[src/rtl/stream_source_pkg.sv]
// Shared types for the buffered sample transmitter: FSM state encoding and the
// default sample width.
package stream_source_pkg;

  localparam int DATA_W_DEFAULT = 32;

  typedef enum logic [1:0] {
    IDLE   = 2'd0,
    STREAM = 2'd1,
    DONE   = 2'd2
  } state_e;

endpackage

[src/rtl/stream_source_mem.sv]
// Sample buffer: DEPTH x DATA_W register file, one synchronous write port and a
// registered read port whose output register is the streamed out_data.
module stream_source_mem
  import stream_source_pkg::*;
#(
  parameter int DATA_W = DATA_W_DEFAULT,
  parameter int DEPTH  = 16,
  localparam int AW    = $clog2(DEPTH)
) (
  input  logic              clk,
  input  logic              reset,
  input  logic              wr_en,
  input  logic [AW-1:0]     wr_addr,
  input  logic [DATA_W-1:0] wr_data,
  input  logic              rd_en,
  input  logic [AW-1:0]     rd_addr,
  output logic [DATA_W-1:0] rd_data
);

  logic [DATA_W-1:0] mem_q [DEPTH];
  logic [DATA_W-1:0] rd_data_d;
  logic [DATA_W-1:0] rd_data_q;

  always_ff @(posedge clk) begin
    if (wr_en) begin
      mem_q[wr_addr] <= wr_data;
    end
  end

  always_comb begin
    rd_data_d = rd_data_q;
    if (rd_en) begin
      rd_data_d = mem_q[rd_addr];
    end
  end

  // The read register doubles as the out_data output, so it is cleared on reset.
  always_ff @(posedge clk) begin
    if (reset) begin
      rd_data_q <= '0;
    end else begin
      rd_data_q <= rd_data_d;
    end
  end

  assign rd_data = rd_data_q;

endmodule

[src/rtl/stream_source.sv]
// Buffered sample transmitter: fills a frame through a write port in IDLE, then
// streams it in write order on a valid/ready interface; the frame can be replayed.
module stream_source
  import stream_source_pkg::*;
#(
  parameter int DATA_W = DATA_W_DEFAULT,
  parameter int DEPTH  = 16,
  localparam int AW    = $clog2(DEPTH)
) (
  input  logic              clk,
  input  logic              reset,
  input  logic              clr,
  input  logic              wr_en,
  input  logic [DATA_W-1:0] wr_data,
  input  logic              start,
  output logic              out_valid,
  input  logic              out_ready,
  output logic [DATA_W-1:0] out_data,
  output logic [AW:0]       count,
  output logic              full,
  output logic              busy,
  output logic              done
);

  localparam logic [AW:0]   CNT_ONE   = (AW+1)'(1);
  localparam logic [AW:0]   CNT_DEPTH = (AW+1)'(DEPTH);
  localparam logic [AW-1:0] PTR_ONE   = AW'(1);

  state_e          state_q, state_d;
  logic [AW:0]     count_q, count_d;
  logic [AW-1:0]   rd_ptr_q, rd_ptr_d;
  logic            out_valid_q, out_valid_d;
  logic            done_q, done_d;

  logic            mem_we;
  logic            rd_en;
  logic [AW-1:0]   rd_addr;
  logic            is_full;
  logic            is_last;

  assign is_full = (count_q == CNT_DEPTH);
  assign is_last = ({1'b0, rd_ptr_q} == (count_q - CNT_ONE));

  always_comb begin
    state_d     = state_q;
    count_d     = count_q;
    rd_ptr_d    = rd_ptr_q;
    out_valid_d = out_valid_q;
    mem_we      = 1'b0;
    rd_en       = 1'b0;
    rd_addr     = rd_ptr_q + PTR_ONE;

    unique case (state_q)
      IDLE: begin
        // clr outranks start, which outranks wr_en; losers are dropped.
        if (clr) begin
          count_d = '0;
        end else if (start) begin
          if (count_q == '0) begin
            state_d = DONE;
          end else begin
            state_d     = STREAM;
            rd_ptr_d    = '0;
            rd_en       = 1'b1;
            rd_addr     = '0;
            out_valid_d = 1'b1;
          end
        end else if (wr_en && !is_full) begin
          mem_we  = !reset;
          count_d = count_q + CNT_ONE;
        end
      end
      STREAM: begin
        if (out_valid_q && out_ready) begin
          if (is_last) begin
            out_valid_d = 1'b0;
            state_d     = DONE;
          end else begin
            rd_ptr_d = rd_ptr_q + PTR_ONE;
            rd_en    = 1'b1;
          end
        end
      end
      DONE: begin
        state_d = IDLE;
      end
      default: begin
        state_d = IDLE;
      end
    endcase

    done_d = (state_d == DONE);
  end

  always_ff @(posedge clk) begin
    if (reset) begin
      state_q     <= IDLE;
      count_q     <= '0;
      rd_ptr_q    <= '0;
      out_valid_q <= 1'b0;
      done_q      <= 1'b0;
    end else begin
      state_q     <= state_d;
      count_q     <= count_d;
      rd_ptr_q    <= rd_ptr_d;
      out_valid_q <= out_valid_d;
      done_q      <= done_d;
    end
  end

  stream_source_mem #(
    .DATA_W (DATA_W),
    .DEPTH  (DEPTH)
  ) u_mem (
    .clk     (clk),
    .reset   (reset),
    .wr_en   (mem_we),
    .wr_addr (count_q[AW-1:0]),
    .wr_data (wr_data),
    .rd_en   (rd_en),
    .rd_addr (rd_addr),
    .rd_data (out_data)
  );

  assign out_valid = out_valid_q;
  assign count     = count_q;
  assign full      = is_full;
  assign busy      = (state_q != IDLE);
  assign done      = done_q;

endmodule

[config.mk]
export PLATFORM = sky130hd
export DESIGN_NAME = stream_source
export DESIGN_NICKNAME = d
export VERILOG_FILES = /design/src/rtl/stream_source_pkg.sv /design/src/rtl/stream_source_mem.sv /design/src/rtl/stream_source.sv
export SDC_FILE = /design/constraint.sdc
export NUM_CORES = 1
export LEC_CHECK = 0
export ABC_AREA = 1
export BUFFER_PORTS_ARGS = -buffer_cell sky130_fd_sc_hd__buf_2
export CAP_MARGIN = 40
export CORE_MARGIN = 1
export CORE_UTILIZATION = 39
export DETAILED_ROUTE_END_ITERATION = 10
export PLACE_DENSITY = 0.57
export RECOVER_POWER = 25
export SLEW_MARGIN = 20
export SYNTH_ARGS = -nofsm -noshare
export SYNTH_HDL_FRONTEND = slang
export SYNTH_SLANG_ARGS = --single-unit
[constraint.sdc]
create_clock -name clk -period 4.1 [get_ports clk]
set_input_delay 0.615 -clock clk [delete_from_list [all_inputs] [get_ports clk]]
set_output_delay 0.615 -clock clk [all_outputs]
set_load 0.01 [all_outputs]
==> key figures, run 1 <==
Run status
  • Status: complete, no violations

Synthesis
  • Seq/Total Area, Yosys: 67.36%
  • FF+latch count, synth: 557
  • Top_reg_cell synth: edfxtp_1
  • Post-synth top area share: between 60% and 70%
  • Top area cells in the synthesized netlist: edfxtp_1, nand3_1, inv_1
  • Syn. warnings: 0
  • EDFF count, synth: 512
  • Ys async rst share: 0%
  • Distinct cells, synth: 32
  • Synthesized cell area: roughly 24000 um^2
  • Post-Syn Instances: 2176
  • Top post-synthesis cells by count: nand3_1, edfxtp_1, inv_1
  • Syn avg cell area: about 11 um^2
  • Syn_nets: 2219
  • Post-synth top area cell: edfxtp_1
  • Cell with the most instances after synthesis: nand3_1

Setup path
  • CP startpoint kind: register
  • Crit path required time: 4.41 ns
  • Worst-path maximum fanout: 18
  • Setup CP Type: register to register
  • Crit path capture type: register
  • Worst Path Arrival: about 3.6 ns

Timing
  • Clock Skews: roughly 0.0096 ns
  • Pins Over Slew Limit: 0
  • Slew HR: 40.26%
  • Worst-Margin Slew: approximately 0.9 ns
  • FMAX: between 300 and 400 MHz
  • Fin crit period: 3.249 ns
  • Setup violators final: 0
  • Final hold vios: 0
  • Final period util: approximately four fifths
  • Worst hold margin: ~0.37 ns
  • Unrepaired setup endpoints after global routing: no
  • Final TNS setup: 0 ns

Clock tree
  • # clock sinks: around 560
  • CTS tree: built
  • Largest buffer count on any clock path: 3
  • Htree depth: 2
  • Post-CTS sizing: 0
  • CTS buffer count: 56
  • Setup bufs post-CTS: 0
  • Reg clk slew, reported paths: about 0.06 ns
  • Worst skew pair latency: roughly 0.60 ns
  • Cts hold-fix bufs: 0
  • Clock Tree Root: clkbuf_16

Routing
  • Wire length per cell: 20.76 um
  • Drc violations: 0
  • Vias: approximately 16000
  • Drt total wl: 63.18 mm
  • Antenna viol nets, final: 0
  • Detailed Routing Iterations Pass 1: 5
  • Vias per inst: between 5 and 6
  • Drt initial violations: ~1500

Finish
  • Inserted Diodes: 0
  • Post-route cell area: 27380 um^2
  • Layout Nets: roughly 2300
  • Fill cells: around 5600
  • Area growth syn-to-layout: 13.29%
  • Share of post-route cells with drive strength above 1: between 10% and 20%

Placement
  • Hpwl dp: 32.81 mm
  • IO Port Bufs: 78
  • Final Wtd Congestion: a little under 0.8
  • Placed Area: around 26000 um^2

Power
  • Leakage power: roughly 11 nW
  • VDD IR max: ~310 uV
  • Pwr Density: roughly 500 nW/um^2

Job
  • MaxCap Viol Count: 0

Die
  • Die area: about 63000 um^2
  • Initial Utilization: about two fifths
  • Boundary pin count: 79
  • Die H: ~250 um
  • Core area: 60810 um^2
  • Core Rows: 90
  • Die X: around 250 um

Global route
  • GRT Total Usage: between 10% and 20%
  • Vias in the first global route: between 15000 and 20000
  • First-pass GRT wire length: ~96 mm
  • Initial antenna violation count: 0
  • Largest net degree at the start of global routing: 208
  • Overflow after GRT: 0

Hold path
  • Hold crit path type: input pin to register
## per-stage QoR
stage	setup slack, ns	power (mW)	util (%)	instances
2_1_floorplan	0.8627	7.794	-	2176
3_3_place_gp	0.9954	8.448	41.92	2936
3_5_place_dp	0.8959	8.499	41.99	2938
4_1_cts	0.9074	13.67	45.06	3043
5_1_grt	0.6804	14.06	45.02	3043
6_report	0.8507	13.56	45.02	3043
## registers in the layout, summed over array words and instances (netlist names)
register / flops
rd_ptr_q: 4
done: 1
u_mem.mem_q: 512
state_q: 2
u_mem.rd_data: 32
out_valid: 1
count: 5
## worst paths after layout
check / start / endpoint / slack, ns / cells past startpoint
worst max-delay path: count[0] / u_mem.mem_q[7][27] / 0.85 / 8
worst min-delay path: reset / out_valid / 0.37 / 4
worst max register to register: count[0] / u_mem.mem_q[7][27] / 0.85 / 8
worst min register to register: u_mem.rd_data[31] / u_mem.rd_data[31] / 0.53 / 4
## critical path: stages, from the launching register on
cell	delay, ns
dfxtp_1	0.44
inv_1	0.16
ha_1	0.31
nand3_1	0.14
nand2_1	0.08
nor3_1	0.42
nand2_1	0.38
nor2_4	0.72
buf_12	0.27
## logic make-up (layout without fill, tap and decap cells)
group	count (synthesis)	in the layout	share of synthesized area, %
compound gates	115	115	3.397
xor+xnor	7	7	0.2537
fa+ha+maj	5	5	0.2589
buf+inv	484	569	8.078
flops	557	557	67.36
simple gates	1008	1008	20.66
## layout by cell type, fill, tap and decap left out, types with 2 or more instances in the layout
cell type,n
a211oi_1,2
a21oi_1,40
buf_12,13
buf_2,58
buf_4,29
bufinv_16,5
clkbuf_1,34
clkbuf_16,57
clkbuf_8,9
clkinv_1,6
clkinv_2,11
clkinvlp_4,2
dfxtp_1,44
edfxtp_1,512
ha_1,4
inv_1,336
inv_2,3
inv_6,2
nand2_1,212
nand2_2,2
nand2_4,4
nand3_1,519
nand3_2,2
nand3b_1,64
nor2_1,82
nor2_2,2
nor2_4,17
nor3_1,4
nor3b_1,2
o2111ai_1,64
o21ai_0,8
or2_2,96
xnor2_1,3
xor2_1,4
## where the power goes
group	internal (mW)	leakage [nW]	total (mW)	switching, mW
Combinational	0.624	4.65	2.05	1.43
Clock	3.03	0.917	5.19	2.16
Sequential	6.27	4.97	6.32	0.0489
Total	9.92	10.5	13.6	3.64
## layout make-up
class / instances / area [um^2] / share of cell area (%)
flip-flops and latches: 557 / 16280 / 59.46
multi-input cells: 1135 / 6087 / 22.24
clock buffers: 80 / 1603 / 5.855
inverters: 343 / 1297 / 4.740
well taps: 782 / 978.4 / 3.574
repair buffers: 121 / 870.8 / 3.181
clock inverters: 25 / 261.5 / 0.9553
## per-layer routing
layer  GRT usage [%]  up-vias  wire length (um)
li1                -     7561                 -
met1           28.25     7834             28670
met2           31.81      470             29160
met3           3.614       90              3925
met4           5.157        0              1429
met5               0        -                 0
(Power assumes the default switching activity.)
==> run 2: changes to the inputs <==
==> constraint.sdc (replaced) <==
create_clock -name clk -period 3 [get_ports clk]
set_input_delay 0.45 -clock clk [delete_from_list [all_inputs] [get_ports clk]]
set_output_delay 0.45 -clock clk [all_outputs]
set_load 0.01 [all_outputs]
==> key figures, run 2 (synthesized netlist as in run 1, its figures left out) <==
Finish
  • Layout Nets: 2286 (+1.3%)
  • Multi-input logic area: 6087 um^2 (unchanged)
  • Share of post-route cells with drive strength above 1: 14.75% (+0.60 points)
  • Inserted Diodes: 0 (unchanged)
  • Finished Core Util: 45.76% (+0.74 points)
  • Area growth syn-to-layout: 15.16%
  • Fill cells: 5501 (-1.3%)
  • Most frequent cells in the layout: nand3_1, edfxtp_1, inv_1
  • Sequential cell area: 16280 um^2 (unchanged)
  • Top reg by flops: u_mem.mem_q
  • Most common cell after layout, fill and taps aside: nand3_1
  • Max reg flops: 512 (unchanged)
  • Post-route cell area: 27830 um^2 (+1.7%)

Die
  • Core Rows: 90 (unchanged)
  • Initial Utilization: 39.74% (unchanged)
  • Die area: 62960 um^2 (unchanged)
  • Die H: 250.9 um (unchanged)
  • Die X: 250.9 um (unchanged)
  • Core area: 60810 um^2 (unchanged)
  • Boundary pin count: 79 (unchanged)

Clock tree
  • Setup bufs post-CTS: 0 (unchanged)
  • Largest buffer count on any clock path: 3 (unchanged)
  • Htree depth: 2 (unchanged)
  • Clock Tree Root: clkbuf_16
  • CTS tree: built
  • Reg clk slew, reported paths: 0.06 ns (about the same)
  • Worst skew pair latency: 0.62 ns (+0.02 ns)
  • Post-CTS sizing: 0 (unchanged)
  • CTS buffer count: 58 (+3.6%)
  • Cts hold-fix bufs: 0 (unchanged)
  • # clock sinks: 557 (unchanged)

Power
  • Clock power share: 37.6% (-0.7 points)
  • Leakage power: 10.72 nW (+1.7%)
  • Pwr Density: 668.4 nW/um^2 (+35%)
  • Sw Ratio: 27.22% (+0.38 points)
  • P_sw: 5.062 mW (+39%)
  • VDD IR max: 428.2 uV (+39%)
  • Comb pwr share: 15.8% (+0.7 points)
  • Sequential share of power: 46.6% (about the same)
  • Internal power: 13.54 mW (+36%)

Run status
  • Status: complete, no violations

Timing
  • Clock Skews: 0.02194 ns (+0.01234 ns)
  • Final period util: 91.06% (+12 points)
  • Unrepaired setup endpoints after global routing: no
  • Worst-Margin Slew: 0.8904 ns (-0.005641 ns)
  • Final hold vios: 0 (unchanged)
  • Worst hold margin: 0.2149 ns (-0.1515 ns)
  • Setup violators final: 0 (unchanged)
  • FMAX: 366.1 MHz (+19%)
  • Fin crit period: 2.732 ns (-0.5176 ns)
  • Slew HR: 40.64% (+0.38 points)
  • Final setup margin: 0.2683 ns (-0.5824 ns)
  • Pins Over Slew Limit: 0 (unchanged)

Global route
  • Initial antenna violation count: 0 (unchanged)
  • Vias in the first global route: 15556 (+0.65%)
  • Overflow after GRT: 0 (unchanged)
  • Largest net degree at the start of global routing: 101 (-51%)
  • GRT Total Usage: 20.69% (+0.69 points)
  • First-pass GRT wire length: 98.78 mm (+3.3%)

Hold path
  • Hold depth: 4 (unchanged)
  • Hold crit path type: input pin to register

Setup path
  • CP cell instances: inv_1 -> ha_1 -> nand3_2 -> nand2_8 -> buf_12 -> nand3_1 -> nand3_1 -> nand3_1 -> nand3_1 -> nand3_1 -> nand2_1 -> inv_1
  • Worst Path Arrival: 3.25 ns (-0.31 ns)
  • Crit. path cell count: 12 (+4)
  • Slowest cell delay on critical path: 0.42 ns (-0.30 ns)
  • Crit-path leading delay family: simple AND/OR/NAND/NOR gates
  • CP most frequent cell: nand3_1
  • Crit path capture type: register
  • Worst-path maximum fanout: 100 (+82)
  • Crit path required time: 3.52 ns (-0.89 ns)
  • Setup CP Type: register to register
  • Reg2Reg Depth: 12 (+4)
  • CP max stage cell: buf_12
  • CP startpoint kind: register
  • Bufs and invs on worst path: 3 (+1)

Placement
  • IO Port Bufs: 78 (unchanged)
  • Pre-CTS WS: 0.3163 ns (-0.5796 ns)
  • Hpwl dp: 37.30 mm (+14%)
  • Final Wtd Congestion: 0.8254 (+4.7%)
  • Placed Area: 26020 um^2 (+1.9%)

Routing
  • Detailed Routing Iterations Pass 1: 6 (+1)
  • Antenna viol nets, final: 0 (unchanged)
  • Vias: 16325 (+2.3%)
  • Vias per inst: 5.312 (+1.3%)
  • Wire length per cell: 21.06 um (+1.4%)
  • Drt initial violations: 1667 (+12%)
  • Drc violations: 0 (unchanged)
  • Drt total wl: 64.73 mm (+2.4%)

Job
  • MaxCap Viol Count: 0 (unchanged)
run 2: area by class of cell:
| class | count | share of cell area, % |
|---|---|---|
| multi-input cells | 1135 | 21.87 |
| inverters | 343 | 4.663 |
| clock inverters | 20 | 0.6880 |
| flip-flops and latches | 557 | 58.49 |
| repair buffers | 148 | 4.852 |
| well taps | 782 | 3.516 |
| clock buffers | 88 | 5.913 |
run 2: worst register-to-register path: stages, from the launching register on:
cell and delay, ns:
dfxtp_1 0.36, inv_1 0.18, ha_1 0.30, nand3_2 0.18
nand2_8 0.27, buf_12 0.44, nand3_1 0.19, nand3_1 0.12
nand3_1 0.09, nand3_1 0.25, nand3_1 0.14, nand2_1 0.09
inv_1 0.04
run 2: metal layers:
metal	part of all wire [%]	GRT usage, %
met3	7.8	4.173
met5	0	0
met1	46	30.67
met4	1.7	4.861
met2	44	31.13
run 2: power by group through the flow:
stage               logic [mW]  clock network (mW)  registers [mW]
finish                    2.94                7.00            8.66
global placement          2.91                   0            8.82
floorplan                 1.84                   0            8.82
CTS                       2.95                7.11            8.66
global route              3.24                7.40            8.67
detailed placement        2.94                   0            8.82
run 2: path summary, 6_finish.rpt:
path                          from  slack [ns]                end
setup / recovery          count[0]        0.27  u_mem.rd_data[22]
hold / removal               reset        0.21          out_valid
setup reg to reg          count[0]        0.27  u_mem.rd_data[22]
hold reg to reg   u_mem.rd_data[4]        0.53   u_mem.rd_data[4]
run 2: metrics by stage:
step | power, mW | std cells | TNS (ns)
2_1_floorplan | 10.65 | 2176 | -121.48
3_3_place_gp | 11.73 | 2964 | 0
3_5_place_dp | 11.76 | 2965 | 0
4_1_cts | 18.72 | 3073 | 0
5_1_grt | 19.31 | 3073 | 0
6_report | 18.60 | 3073 | 0
